`config.mk`:
```
export PLATFORM = sky130hd
export DESIGN_NAME = pkt_framer_tx
export DESIGN_NICKNAME = d
export VERILOG_FILES = /design/src/rtl/pkt_framer_tx.sv
export SDC_FILE = /design/constraint.sdc
export NUM_CORES = 1
export LEC_CHECK = 0
export CAP_MARGIN = 20
export CORE_UTILIZATION = 46
export DETAILED_ROUTE_END_ITERATION = 7
export MAX_ROUTING_LAYER = met4
export PLACE_DENSITY = 0.77
export SETUP_SLACK_MARGIN = 0.02
export SYNTH_ARGS = -nofsm -noshare
export SYNTH_HDL_FRONTEND = slang
export SYNTH_SLANG_ARGS = --single-unit
```
`constraint.sdc`:
```
create_clock -name clk -period 2.7 [get_ports clk]
set_clock_uncertainty 0.2 [all_clocks]
set_input_delay 0.675 -clock clk [delete_from_list [all_inputs] [get_ports clk]]
set_output_delay 0.675 -clock clk [all_outputs]
set_load 0.02 [all_outputs]
```
`src/rtl/pkt_framer_tx.sv`:
```
// pkt_framer_tx: frames a raw beat stream into sop/eop packets from length descriptors,
// with one registered output stage that holds steady under backpressure.
module pkt_framer_tx #(
    parameter int DATA_WIDTH = 20,
    parameter int LEN_WIDTH  = 16,
    parameter int CNT_WIDTH  = 32
) (
    input  logic                  clk,
    input  logic                  rst_n,
    input  logic                  desc_valid,
    output logic                  desc_ready,
    input  logic [LEN_WIDTH-1:0]  desc_len,
    input  logic                  raw_valid,
    output logic                  raw_ready,
    input  logic [DATA_WIDTH-1:0] raw_data,
    output logic                  out_valid,
    input  logic                  out_ready,
    output logic [DATA_WIDTH-1:0] out_data,
    output logic                  out_sop,
    output logic                  out_eop,
    output logic                  out_empty,
    output logic [CNT_WIDTH-1:0]  pkt_cnt,
    output logic [15:0]           err_zero_len
);
    typedef enum logic {IDLE, SEND} state_t;

    state_t               state_q;
    logic [LEN_WIDTH-1:0] remaining_q;
    logic                 first_q;
    logic                 load_en, raw_fire, desc_fire, last;

    assign load_en    = !out_valid || out_ready;
    assign desc_ready = state_q == IDLE;
    assign raw_ready  = state_q == SEND && load_en;
    assign raw_fire   = raw_valid && raw_ready;
    assign desc_fire  = desc_valid && desc_ready;
    assign last       = remaining_q == LEN_WIDTH'(1);
    assign out_empty  = state_q == IDLE && !out_valid;

    // raw_fire only happens in SEND and desc_fire only in IDLE, so they never collide
    always_ff @(posedge clk or negedge rst_n) begin
        if (!rst_n) begin
            state_q      <= IDLE;
            remaining_q  <= '0;
            first_q      <= 1'b0;
            out_valid    <= 1'b0;
            out_sop      <= 1'b0;
            out_eop      <= 1'b0;
            out_data     <= '0;
            pkt_cnt      <= '0;
            err_zero_len <= '0;
        end else begin
            if (raw_fire) begin
                out_data    <= raw_data;
                out_valid   <= 1'b1;
                out_sop     <= first_q;
                out_eop     <= last;
                remaining_q <= remaining_q - LEN_WIDTH'(1);
                first_q     <= 1'b0;
                if (last) begin
                    pkt_cnt <= pkt_cnt + CNT_WIDTH'(1);
                    state_q <= IDLE;
                end
            end else if (load_en) begin
                out_valid <= 1'b0;
                out_sop   <= 1'b0;
                out_eop   <= 1'b0;
            end
            if (desc_fire) begin
                if (desc_len == '0) begin
                    if (err_zero_len != 16'hFFFF) err_zero_len <= err_zero_len + 16'd1;
                end else begin
                    remaining_q <= desc_len;
                    first_q     <= 1'b1;
                    state_q     <= SEND;
                end
            end
        end
    end
endmodule
```
Word level (Yosys, flattened, before mapping)
Index checks and enable logic that the tools add are counted.
{"block": "totals", "register_bits": 89, "inputBits": 41, "output_inout_bits": 74, "elab_cells": 39}
{"block": "op_classes", "n_addsub": 3, "eq_ne": 2, "muxes": 14, "bitwise_logic": 1, "n_reduce_logical": 10}
{"cell": "two-way mux 16 bit", "n": 3}
{"cell": "adder 32 x 1 -> 32 bit, second input constant", "n": 1}
{"cell": "adder 16 x 1 -> 16 bit, second input constant", "n": 1}
{"cell": "equality test 16 x 1 -> 1 bit, second input constant", "n": 1}
{"cell": "logical NOT 16 bit", "n": 1}
{"cell": "!= test 16 bit, second input constant", "n": 1}
{"cell": "subtractor 16 x 1 -> 16 bit, second input constant", "n": 1}
{"cell": "two-way mux 1 bit", "n": 11}
{"cell": "logical AND 1 bit", "n": 4}
{"cell": "AND reduction 3 bit", "n": 1}
{"cell": "AND reduction 2 bit", "n": 1}
{"cell": "nonzero test 2 bit", "n": 1}
{"cell": "logical NOT 1 bit", "n": 1}
{"cell": "logical OR 1 bit", "n": 1}
{"cell": "inverter 1 bit", "n": 1}

Logic depth before layout (Yosys ltp)
{"block": "logic_depth", "depth_word": 7, "mapped_depth": 8, "depth_no_buf": 7}

Worst setup path before layout
Ideal clock, no wire load.
{"block": "synth_path", "kind": "input-to-reg", "start": "input desc_len[11]", "end": "register err_zero_len[4]", "setup_time_ns": 0.130, "arrival_ns": 1.872, "required_ns": 2.370, "path_slack_ns": 0.498, "stages": 6, "n_path_buf": 1, "path_cell_list": "nor4_1 > nand4_1 > nor3_1 > buf_2 > nand4_1 > xnor2_1"}
{"block": "synth_between", "elab_chain_len": 2}
{"element": "from (decl)", "line": "12", "source": "input logic [LEN_WIDTH-1:0] desc_len,"}
{"element": "logical NOT 16 bit", "line": "70", "source": "if (desc_len == '0) begin"}
{"element": "AND reduction 3 bit (no source line)"}
{"element": "to (signal assigned)", "line": "71", "source": "if (err_zero_len != 16'hFFFF) err_zero_len <= err_zero_len + 16'd1;"}
{"element": "to (decl)", "line": "23", "source": "output logic [15:0] err_zero_len"}
Every way passes these cells.
A chain may end at the register's enable or synchronous reset.

Final worst setup path
{"block": "layout_path", "start": "input out_ready", "end": "output raw_ready"}
{"block": "layout_between", "elab_chain_len": 2}
{"element": "from (decl)", "line": "17", "source": "input logic out_ready,"}
{"element": "logical OR 1 bit", "line": "32", "source": "assign load_en = !out_valid || out_ready;"}
{"element": "logical AND 1 bit", "line": "34", "source": "assign raw_ready = state_q == SEND && load_en;"}
{"element": "to (decl)", "line": "14", "source": "output logic raw_ready,"}
Every way passes these cells.

==> impl_results.md <==
- Run status: complete, but fails checks
- Violated checks: DRC
- Simple-gate area share of the yosys netlist: 0.2860
- Yosys warns: 0
- Max Used Layer: met4
- Clock Path Buffers: 2
- Final Core Density: 0.6639
- Met2 Wirelength: slightly below 5000 um
- DP HPWL: between 7000 and 8000 um
- Cts-stage hold buffer count: 0
- Ys async rst share: 1.000
- Worst Path Class, Setup: in -> out
- First-pass GRT wire length: between 15,000 and 20,000 um
- Number of synthesized flops with an enable pin: 0
- Initial antenna violation count: 0
- Avg Vias per Cell: 5.240
- Share of cells above drive strength 1: 0.1161
- Fin. Hold Viols: 0
- Initial drt markers: 107
- Total die area: ~0.0097 mm2
- Hold Slack: ~0.12 ns
- CP startpoint kind: input pin
- Reg clk slew, reported paths: 0.09 ns
- Initial Utilization: 0.4825
- Post-Synthesis Net Count: 467
- Largest family of logic cells by synthesized area: simple AND/OR/NAND/NOR gates
- WL met1: between 4000 and 5000 um
- # IOs: 115
- Syn-to-layout area delta: 37.60%
- Root Buffer: clkbuf_8
- GP Congestion: 0.8510
- Ant diodes: 0
- Core region area: 0.008848 mm2
- Max FO, Critical Path: 2
- Design Power: around 0.0035 W
- Worst rel slew slack: 0.5044
- Post-Syn Area per Cell: 10.12 um2
- Worst EP arrival: 1.76 ns
- Seq. cell area: 0.002227 mm2
- Nets: 602
- CTS buffer count: 9
- Via Count: 3,500
- Maxcap violations: 0
- Synthesized cell area: roughly 0.0043 mm2
- Leakage power: roughly 2.6 nW
- Port bufs: 114
- Post-route DRC: 3
- Area occupied by multi-input gates: just under 0.002 mm2
- Filler cells: 717
- Distinct cells, synth: 40
- Iteration count of the initial detailed-routing pass: 8
- H-tree Lvls: 3
- Final setup fails: 0
- Worst Max-Slew Pin Slew: 0.7367 ns
- Slew Viols, Final: 0
- Final Cycle Share: 0.9773
- Clock Sinks: between 80 and 90
- Fin crit period: 2.639 ns
- Post-CTS setup buffer count: 0
- Max VDD drop: just under 0.0004 V
- XOR/XNOR Fraction of Synth Area: 0.1190
- Flops & latches, synth: 89
- Die Y-Extent: 98.34 um
- Prevailing post-synth register cell: dfrtp_1
- Critical Path End Type: primary output
- Worst EP required: between 1.5 and 2 ns
- Final wirelength: 10,010 um
- Post-Syn Instances: between 400 and 500
- Row cnt: 34
- RSZ-0062 raised after global routing: no
- Gr usage total: 0.2259
- GRT overflow: 0
- Cell Pwr Density: 591.0 mW/mm2
- CTS tree: built
- Hold Path Class: in -> async
- Compound-gate portion of the synthesized area: 0.02784
- Routed wl met3: 510 um
- Detail Route Antenna Nets: 0
- Mux share of post-synthesis cell area: 0.01055
- Sequential-to-total area share from yosys stat: 0.5217
- Die W: between 90 and 100 um
- Clk Latency, worst-skew pair: around 0.35 ns
- Vias in the first global route: 3,478
- Post-synthesis adder-cell area fraction: 0.01172
- Largest net degree at the start of global routing: 90
- Highest clock rate: between 300 and 400 MHz
- Routed len/inst: roughly 15 um
[path summary, 6_finish.rpt]
kind                       slack, ns       startpoint          endpoint  depth (start not counted)
max in group asynchronous       1.77            rst_n      out_data[18]                          2
max                             0.06        out_ready         raw_ready                          4
max reg2reg                     0.19  err_zero_len[0]  err_zero_len[10]                          7
min reg2reg                     0.27      pkt_cnt[31]       pkt_cnt[31]                          1
min                             0.12            rst_n       pkt_cnt[17]                          2
min in group clk                0.27      pkt_cnt[31]       pkt_cnt[31]                          1
[synth_stat cells (4+ instances only)]
cell      count  area (um2)
and4_1        4       35.03
clkbuf_1      9       33.78
dfrtp_1      89        2227
ha_1          4       50.05
inv_1        13       48.80
mux2_2        4       45.04
nand2_1     100       375.4
nand3_1      20       100.1
nand4_1      16       100.1
nor2_1       20       75.07
nor3_1       13       65.06
nor4_1       12       75.07
nor4_2       11       137.6
o21ai_0      13       65.06
xnor2_1      28       245.2
xor2_1       30       262.8
[final cells by class]
class	instances	area share
clock inverter	4	0.01193
clock buffer	10	0.02173
tap	108	0.02300
multi-input combinational	309	0.3321
inverter	13	0.008307
sequential	89	0.3791
timing repair buffer	135	0.2239
[registers in the layout, indices dropped and copies added (netlist names)]
| signal | count |
|---|---|
| first_q | 1 |
| err_zero_len | 16 |
| out_valid | 1 |
| out_sop | 1 |
| out_data | 20 |
| state_q | 1 |
| remaining_q | 16 |
| out_eop | 1 |
| pkt_cnt | 32 |
[report_power, final]
part           internal (W)  switching, W  total (W)
sequential          0.00152      0.000192    0.00171
combinational      0.000398      0.000413   0.000811
clock              0.000509      0.000443   0.000952
[cell families (layout without fill, tap and decap cells)]
logic type / Yosys count / in the layout
mux: 4 / 4
simple gates: 221 / 221
flops: 89 / 89
compound gates: 22 / 22
buf+inv: 24 / 162
fa+ha+maj: 4 / 4
xor+xnor: 58 / 58
[layer usage]
metal  GRT usage  up-vias
met5           -        -
li1            -     1698
met2      0.3689      125
met3     0.04295       17
met4     0.07922        0
met1      0.2820     1660
[worst max-delay path, stage by stage]
cell and delay, ns:
clkdlybuf4s50_1 0.53, nor2b_1 0.09, nor2_1 0.12, dlygate4sd2_1 0.35
[layout by cell type (no fill, tap or decap), types with 4 or more instances in the layout]
cell type,netlist,layout
nor4_1,12,12
clkbuf_8,0,9
ha_1,4,4
and4_1,4,4
nor4_2,11,11
nand3_1,20,20
inv_1,13,13
buf_4,0,20
dfrtp_1,89,89
clkdlybuf4s50_1,0,112
xnor2_1,28,28
nor2_1,20,20
nand2_1,100,100
mux2_2,4,4
nand4_1,16,16
o21ai_0,13,13
xor2_1,30,30
nor3_1,13,12
[stage by stage]
| stage | cell area [um2] | TNS [ns] | setup slack (ns) | cells |
|---|---|---|---|---|
| detailed placement | 5658 | -7.910 | -0.2469 | 653 |
| CTS | 5854 | 0 | 0.04456 | 667 |
| floorplan | 4269 | 0 | 0.4976 | 422 |
| global placement | 5658 | -4.632 | -0.2469 | 653 |
| global route | 5874 | 0 | 0.03173 | 668 |
| finish | 5874 | 0 | 0.06118 | 668 |
[what timing repair did]
action	4_1_cts	5_1_grt
gates cloned	0	0
setup endpoints to repair	1	1
gates resized for setup	1	1
(Power assumes the default switching activity.)
